**src/rtl/axi_stream_downsizing.sv**
```systemverilog
// -----------------------------------------------------------------------------
// axi_stream_downsizing
//
// Purpose: splits each wide AXI-stream beat into 2^(IEW-OEW) narrower slices.
// Slices whose keep is all zero are skipped. A last beat with no kept bytes
// still produces one null slice (keep=0, last=1), so the packet boundary
// reaches the downstream side. A beat with no kept bytes and no last is
// dropped. The outputs are registered, and the slave side can accept the next
// beat on the same edge that the final pending slice moves to the output.
//
// Ports:
//   clk, rstn        - clock (rising edge) and asynchronous active-low reset
//   i_tvalid/i_tready/i_tdata/i_tkeep/i_tlast
//                    - slave stream, 8<<IEW data bits, 1<<IEW keep bits
//   o_tvalid/o_tready/o_tdata/o_tkeep/o_tlast
//                    - master stream, 8<<OEW data bits, 1<<OEW keep bits
// Parameters:
//   IEW, OEW         - width codes (0=1 byte, 1=2, 2=4, ...); IEW > OEW
// -----------------------------------------------------------------------------
module axi_stream_downsizing #(
  parameter int IEW = 2,
  parameter int OEW = 0
) (
  input  logic                  rstn,
  input  logic                  clk,
  output logic                  i_tready,
  input  logic                  i_tvalid,
  input  logic [(8<<IEW)-1:0]   i_tdata,
  input  logic [(1<<IEW)-1:0]   i_tkeep,
  input  logic                  i_tlast,
  input  logic                  o_tready,
  output logic                  o_tvalid,
  output logic [(8<<OEW)-1:0]   o_tdata,
  output logic [(1<<OEW)-1:0]   o_tkeep,
  output logic                  o_tlast
);

  localparam int N    = 1 << (IEW - OEW);  // slices per input beat
  localparam int SW   = 8 << OEW;          // data bits per slice
  localparam int KW   = 1 << OEW;          // keep bits per slice
  localparam int IDXW = IEW - OEW;         // slice index width

  localparam logic [N-1:0] ONE_N  = {{(N-1){1'b0}}, 1'b1};
  localparam logic [N-1:0] ZERO_N = {N{1'b0}};

  // Buffered beat and the slices of it not yet sent
  logic [(8<<IEW)-1:0] buf_data_r;
  logic [(1<<IEW)-1:0] buf_keep_r;
  logic                buf_last_r;
  logic [N-1:0]        pend_r;

  logic [N-1:0]        raw_mask_s;
  logic [N-1:0]        in_mask_s;
  logic [N-1:0]        low_oh_s;
  logic [IDXW-1:0]     low_idx_s;
  logic                any_pend_s;
  logic                one_pend_s;
  logic                out_free_s;
  logic                load_s;
  logic                accept_s;
  logic [SW-1:0]       sel_data_s;
  logic [KW-1:0]       sel_keep_s;

  // Slice-occupancy mask of the incoming beat
  always_comb begin
    raw_mask_s = ZERO_N;
    for (int k = 0; k < N; k++) begin
      raw_mask_s[k] = |i_tkeep[k*KW +: KW];
    end
  end

  // An all-null last beat still sends slice 0 to carry the packet end
  always_comb begin
    if (i_tlast && (raw_mask_s == ZERO_N)) begin
      in_mask_s = ONE_N;
    end else begin
      in_mask_s = raw_mask_s;
    end
  end

  // Lowest pending slice: one-hot form and binary index
  always_comb begin
    low_oh_s  = pend_r & (~pend_r + ONE_N);
    low_idx_s = {IDXW{1'b0}};
    for (int k = N - 1; k >= 0; k--) begin
      low_idx_s = pend_r[k] ? IDXW'(k) : low_idx_s;
    end
  end

  // Handshake qualifiers; the lowest pending slice is also the highest when
  // it is the only one left, which is where tlast belongs
  always_comb begin
    any_pend_s = (pend_r != ZERO_N);
    one_pend_s = any_pend_s && ((pend_r & ~low_oh_s) == ZERO_N);
    out_free_s = o_tready | ~o_tvalid;
    load_s     = out_free_s & any_pend_s;
    i_tready   = ~any_pend_s | (one_pend_s & out_free_s);
    accept_s   = i_tvalid & i_tready;
    sel_data_s = buf_data_r[low_idx_s*SW +: SW];
    sel_keep_s = buf_keep_r[low_idx_s*KW +: KW];
  end

  // Beat buffer: a new beat overwrites the buffer; otherwise clear the slice
  // just moved to the output
  always_ff @(posedge clk or negedge rstn) begin
    if (!rstn) begin
      buf_data_r <= {(8<<IEW){1'b0}};
      buf_keep_r <= {(1<<IEW){1'b0}};
      buf_last_r <= 1'b0;
      pend_r     <= ZERO_N;
    end else if (accept_s) begin
      buf_data_r <= i_tdata;
      buf_keep_r <= i_tkeep;
      buf_last_r <= i_tlast;
      pend_r     <= in_mask_s;
    end else if (load_s) begin
      pend_r     <= pend_r & ~low_oh_s;
    end else begin
      pend_r     <= pend_r;
    end
  end

  // Output register: loads when free and something is pending, held under stall
  always_ff @(posedge clk or negedge rstn) begin
    if (!rstn) begin
      o_tvalid <= 1'b0;
      o_tdata  <= {SW{1'b0}};
      o_tkeep  <= {KW{1'b0}};
      o_tlast  <= 1'b0;
    end else if (load_s) begin
      o_tvalid <= 1'b1;
      o_tdata  <= sel_data_s;
      o_tkeep  <= sel_keep_s;
      o_tlast  <= buf_last_r & one_pend_s;
    end else if (out_free_s) begin
      o_tvalid <= 1'b0;
    end else begin
      o_tvalid <= o_tvalid;
    end
  end

endmodule

```
**config.mk**
```make
export PLATFORM = sky130hd
export DESIGN_NAME = axi_stream_downsizing
export DESIGN_NICKNAME = d
export VERILOG_FILES = /design/src/rtl/axi_stream_downsizing.sv
export SDC_FILE = /design/constraint.sdc
export NUM_CORES = 1
export LEC_CHECK = 0
export ABC_AREA = 0
export BUFFER_PORTS_ARGS = -buffer_cell sky130_fd_sc_hd__buf_4
export CAP_MARGIN = 20
export CELL_PAD_IN_SITES_DETAIL_PLACEMENT = 1
export CELL_PAD_IN_SITES_GLOBAL_PLACEMENT = 1
export CORE_UTILIZATION = 24
export DETAILED_ROUTE_END_ITERATION = 16
export PLACE_DENSITY_LB_ADDON = 0.1
export SLEW_MARGIN = 25
export SYNTH_ARGS = -nofsm -noshare
export SYNTH_HDL_FRONTEND = slang
export SYNTH_SLANG_ARGS = --single-unit
```
**constraint.sdc**
```tcl
create_clock -name clk -period 4.4 [get_ports clk]
set_input_delay 1.1 -clock clk [delete_from_list [all_inputs] [get_ports clk]]
set_output_delay 1.1 -clock clk [all_outputs]
set_load 0.05 [all_outputs]
```
# == Word-level counts from Yosys, hierarchy flattened ==
# Index checks and enable logic that the tools add are counted.
# classes
order_cmp,0
shifts,2
n_reduce_logical,7
n_mux,9
multipliers,0
eq_ne,0
n_addsub,1
bitwise_logic,12
div,0
# op_table
op,count
indexed part select 32 x 6 -> 8 bit,1
two-way mux 4 bit,3
AND 4 bit,2
zero test 4 bit,2
two-way mux 2 bit,4
NOT 4 bit,2
"adder 4 x 1 -> 4 bit, second input constant",1
AND 1 bit,4
nonzero test 2 bit,2
nonzero test 4 bit,1
indexed part select 4 x 3 -> 1 bit,1
logical AND 1 bit,2
two-way mux 1 bit,2
NOT 1 bit,2
bitwise OR 1 bit,2
# totals
mem_bits_ro,0
register_bits,52
ram_bits,0
latch_bits,0
wordCells,39
memories,0
output_inout_bits,12
in_bits,41

# == Depth between registers and ports, before layout ==
# Gate-level depths: netlist (run 1).
# logic_depth
ltp_word,11
depth_mapped,6
depth_no_buf,4

# == Least setup slack after synthesis (run 1) ==
# OpenSTA, ideal clock, no wires.
# synth_path
path_kind,input to output
start,input port o_tready
end,output port i_tready
required_ns,3.300
n_path_buf,1
slack_ns,1.336
cell_stages,4
arrival_ns,1.964
cell_sequence,nor2b_1 -> buf_2 -> a2111oi_2 -> or2_2
# synth_between
elab_chain_cells,3
# synth_rtl
element,line,source
start: declaration,31,"input logic o_tready,"
bitwise OR 1 bit,95,out_free_s = o_tready | ~o_tvalid;
AND 1 bit,97,i_tready = ~any_pend_s | (one_pend_s & out_free_s);
bitwise OR 1 bit,97,
end: declaration,26,"output logic i_tready,"
# Every way passes these cells.

# == Worst setup path in the final report (run 1) ==
# Same ends and word-level chain as after synthesis.

==> results.ini, run 1 <==
[cells_and_area]
nNetsFinal=280
multi_input_area_sq_mm=0.00107
drive_gt1_share_pct=43.3
layout_commonest_cell=buf_4
seqCellArea_sq_mm=0.00130
fill_cells=1094
final_cell_mix=buf_4 (55), dfrtp_1 (52), mux2_4 (36)
area_growth_pct=24.8
diodes=0

[synth]
yosys_warnings=0
synth_area_leader_cell=dfrtp_1
synth_cell_types=28
synth_top_area_share_pct=52.7
synth_top_family_by_area=multiplexers
synthAdderAreaFrac_pct=0
netlist_top_cells_area=dfrtp_1 (53%), mux2_4 (22%), a21oi_1 (3.9%)
synth_nets=231
synth_compound_area_share_pct=12.0
synthXorXnorAreaFrac_pct=0
yosysSeqAreaShare_pct=52.7
netlist_instances=190
synthMuxAreaShare_pct=22.4
synth_seq_cells=52
synth-simple-area-share_pct=8.82
synthesis.area_sq_mm=0.00247
synth_area_per_cell_sq_um=13.0

[sta]
final.min_clock_period_ns=3.29
setup_violations=0
tightest_slew_ns=0.870
maxSlewHeadroom_pct=41.9
fin_crit_sh_pct=74.9
maxSlewViolCount=0
finalClockSkew_ns=0.0122
clock.fmax_mhz=304
fin_setup_tns_ns=0
rsz0062_at_grt=false
hold_viol=0

[setup_path]
worstPathMaxFanout=9
arrival_ns=2.19
crit_end=i_tready
worstRegToRegCells=5
worstPathCellList=buf_4 -> nor2b_1 -> buf_4 -> a2111oi_2 -> or2_2 -> buf_4
reg2reg_from=pend_r[0]
end_kind=primary output
cp-start-kind=input port
r2r_slack_ns=1.88
crit_slowest_cell=a2111oi_2
rr_endpoint=buf_data_r[5]
cp.required_ns=3.30
path_class=input port to primary output
cpMostUsedCell=buf_4
worstSetupStartpoint=o_tready
slowest_delay_ns=0.43

[routing]
via_per_inst=4.39
drc=0
num_vias=1639
final_antenna_net_count=0
drt-initial-drc-count=89
wl_um=6040
drtPass1Iterations=6
wl_per_cell_um=16.2

[run_status]
status=complete, no violations

[die]
die_h_um=103
core_sq_mm=0.00986
design.die.area_sq_mm=0.0107
rows=36
boundaryPins=53
die_x_um=103
start_util_pct=25.0

[pwr]
powerDensity_mw_per_mm2=827
ir_worst_vdd_mv=0.272
total_power_uw=2550
p_leak_uw=0.00142

[clock_network]
htree_levels=2
postCtsHoldBufs=0
worstSkewPairLatency_ns=0.30
tritoncts=built
path_clk_slew_ns=0.10
cts.sinks=52
cts_buffer_depth=2
cts_buffers=5
post-cts-setup-buffers=0
root_buffer=clkbuf_8
cts-resized-gates=0

[placement]
port_buffers=52
gp_congestion=0.641
hpwl_um=4000

[global_routing]
grt_pass1_vias=1737
grt_pass1_wl_um=9880
grt_usage_pct=12.7
grt_max_degree=53
grt-ovfl-total=0
grt_antenna_before_repair=0

[flow_run]
maxCapViolCount=0

[worst_hold_path]
hp-class=register to register
hold_path_startpoint=buf_data_r[5]

[registers in the layout, indices dropped and copies added, names as in the netlist]
register    cells
o_tkeep         1
buf_last_r      1
buf_keep_r      4
o_tlast         1
buf_data_r     32
o_tvalid        1
pend_r          4
o_tdata         8
[kinds of logic (layout without fill, tap and decap cells)]
family                 Yosys count  after routing
buffers and inverters           18             68
DFF                             52             52
AOI/OAI and AO/OA               42             42
muxes                           37             37
and+or+nand+nor                 41             41
[worst max-delay path, delay by kind of cell]
family / cells / cell delay, ns
buffers and inverters: 3 / 0.44
AO/OA/AOI/OAI: 1 / 0.43
AND/OR/NAND/NOR: 2 / 0.22
[through the flow]
| step | hold slack [ns] | std cells | cell area, sq um | util [%] | worst slack, ns |
|---|---|---|---|---|---|
| 5_1_grt | 0.534 | 373 | 3080 | 31.2 | 1.01 |
| 4_1_cts | 0.522 | 373 | 3080 | 31.2 | 1.10 |
| 3_3_place_gp | 0.491 | 365 | 2970 | 30.1 | 1.11 |
| 6_report | 0.516 | 373 | 3080 | 31.2 | 1.11 |
| 2_1_floorplan | 0.480 | 190 | 2470 | - | 1.34 |
| 3_5_place_dp | 0.499 | 365 | 2970 | 30.1 | 1.10 |
[cell usage after synthesis]
cell and count:
dfrtp_1 52, mux2_4 36, a21oi_1 19, nor2_1 11, nand2_1 10, a221oi_1 9
nand3b_1 9, clkbuf_1 6, inv_1 5, o21ai_0 5, buf_6 4, buf_2 3
nor2b_1 3, or3_1 3, or2_2 2, a2111oi_2 1, a22oi_1 1, a41oi_1 1
and3b_1 1, mux2_2 1, nor4_1 1, o21ai_1 1, o21ai_2 1, o21bai_1 1
o31ai_1 1, o32ai_1 1, o32ai_4 1, or2_1 1
[area by class of cell]
type / count / share of cell area (%)
clock buffers: 6 / 2.36
clock inverters: 2 / 1.14
flip-flops and latches: 52 / 42.3
repair buffers: 55 / 13.4
multi-input cells: 120 / 34.8
inverters: 5 / 0.610
well taps: 133 / 5.40
[worst min-delay path by stage]
stage / to / cells after the start
CTS: buf_data_r[0] / 1
global placement: buf_data_r[5] / 1
floorplan: buf_data_r[5] / 1
finish: buf_data_r[5] / 1
detailed placement: buf_data_r[5] / 1
global route: buf_keep_r[2] / 1
[per-layer routing]
| layer | wire (um) | vias to the layer above | GRT usage [%] |
|---|---|---|---|
| met4 | 60 | 0 | 3.90 |
| li1 | - | 778 | - |
| met3 | 254 | 4 | 2.76 |
| met5 | 0 | - | 0 |
| met2 | 2550 | 42 | 18.5 |
| met1 | 3180 | 815 | 18.6 |
[power by group]
| part | internal (uW) | switching [uW] | leakage (uW) | total (uW) |
|---|---|---|---|---|
| Clock | 169 | 155 | 0.0000552 | 325 |
| Combinational | 632 | 649 | 0.000759 | 1280 |
| Sequential | 725 | 216 | 0.000609 | 941 |
| Total | 1530 | 1020 | 0.00142 | 2550 |
Note: power is estimated with default switching activity, not from simulation.
==> run 2: changes to the inputs <==
Clock period 4.4 ns to 2.88 ns, I/O delays scaled along.
==> results.ini, run 2 (synthesis gave the netlist of run 1 again) <==
[global_routing]
grt_max_degree=53
grt_usage_pct=12.4
grt-ovfl-total=0
grt_antenna_before_repair=0
grt_pass1_wl_um=9780
grt_pass1_vias=1802

[routing]
num_vias=1623
drc=0
drtPass1Iterations=4
final_antenna_net_count=0
wl_per_cell_um=15.6
via_per_inst=4.28
drt-initial-drc-count=47
wl_um=5920

[sta]
worst_slack_ns=0.389
tightest_slew_ns=0.683
fin_crit_sh_pct=86.5
hold_viol=0
setup_violations=0
maxSlewHeadroom_pct=54.5
maxSlewViolCount=0
clock.fmax_mhz=401
finalClockSkew_ns=0.00670
fin_setup_tns_ns=0
final.min_clock_period_ns=2.49
rsz0062_at_grt=false

[pwr]
p_leak_uw=0.00146
p_clk_share_pct=11.2
swShare_pct=39.9
comb_power_share_pct=53.7
seqPwrFrac_pct=35.2
ir_worst_vdd_mv=0.283
powerDensity_mw_per_mm2=1250
switchingPower_uw=1560
p_int_uw=2350

[setup_path]
arrival_ns=1.77
rr_endpoint=buf_data_r[22]
worstRegToRegCells=5
cp.required_ns=2.16
cp-start-kind=register
reg2reg_from=pend_r[3]
r2r_slack_ns=1.02
worstPathMaxFanout=11
path_class=register to primary output
end_kind=primary output

[die]
rows=36
core_sq_mm=0.00986
boundaryPins=53
design.die.area_sq_mm=0.0107
die_h_um=103
start_util_pct=25.0
die_x_um=103

[cells_and_area]
final_cell_mix=buf_4 (59), dfrtp_1 (52), mux2_4 (36)
diodes=0
top_register=buf_data_r
fill_cells=1095
layout_commonest_cell=buf_4
area_growth_pct=27.0
seqCellArea_sq_mm=0.00130
largest_reg_flops=32
drive_gt1_share_pct=45.1
multi_input_area_sq_mm=0.00107
nNetsFinal=286
biggestRegsByFlops=buf_data_r: 32 flops, o_tdata: 8 flops

[placement]
hpwl_um=4150
pre_cts_slack_ns=0.397
port_buffers=52
gp_congestion=0.679

[clock_network]
postCtsHoldBufs=0
tritoncts=built
htree_levels=2
cts_buffers=5
root_buffer=clkbuf_8
cts.sinks=52
cts_buffer_depth=2
path_clk_slew_ns=0.10
worstSkewPairLatency_ns=0.30
cts-resized-gates=0
post-cts-setup-buffers=0

[flow_run]
maxCapViolCount=0

[worst_hold_path]
hp-class=input port to async pin

[run_status]
status=complete, no violations

-- run 2: cell type report --
cell class / count / area share, %
clock buffers: 6 / 2.63
clock inverters: 2 / 0.319
inverters: 5 / 0.599
multi-input cells: 120 / 34.2
flip-flops and latches: 52 / 41.5
well taps: 133 / 5.31
repair buffers: 61 / 15.4
-- run 2: layer usage --
| layer | up-vias | share of wire, % | wire length, um | GRT usage, % |
|---|---|---|---|---|
| met2 | 42 | 43 | 2540 | 18.3 |
| met3 | 7 | 4.6 | 271 | 2.76 |
| met4 | 0 | 1.1 | 64 | 3.58 |
| met1 | 780 | 51 | 3040 | 18.1 |
| li1 | 794 | - | - | - |
| met5 | - | 0 | 0 | 0 |
-- run 2: worst max-delay path: stages (launching register included) --
cell     delay, ns
dfrtp_1       0.54
or3_1         0.44
o32ai_4       0.14
or2_2         0.16
buf_4         0.18
-- run 2: per-stage QoR --
stage               instance area [sq um]  util (%)  total power (uW)  std cells  hold WS (ns)
CTS                                  3130      31.8              3980        379         0.480
finish                               3130      31.8              3910        379         0.443
detailed placement                   3040      30.8              3520        371         0.495
global placement                     3040      30.8              3500        371         0.491
global route                         3130      31.8              4210        379         0.502
floorplan                            2470         -              2930        190         0.424
-- run 2: power by group through the flow --
| stage | clock, uW | combinational (uW) | sequential (uW) |
|---|---|---|---|
| 2_1_floorplan | 0 | 1370 | 1550 |
| 3_3_place_gp | 0 | 2110 | 1400 |
| 3_5_place_dp | 0 | 2120 | 1400 |
| 4_1_cts | 462 | 2130 | 1390 |
| 5_1_grt | 493 | 2280 | 1440 |
| 6_report | 436 | 2100 | 1380 |
-- run 2: worst max-delay path by stage --
stage | startpoint | endpoint | slack [ns] | cells past startpoint
after floorplan | o_tvalid | i_tready | 0.57 | 4
after global placement | o_tready | i_tready | 0.40 | 5
after detailed placement | o_tready | i_tready | 0.40 | 5
after CTS | pend_r[3] | i_tready | 0.35 | 4
after global routing | pend_r[3] | i_tready | 0.27 | 4
final | pend_r[3] | i_tready | 0.39 | 4
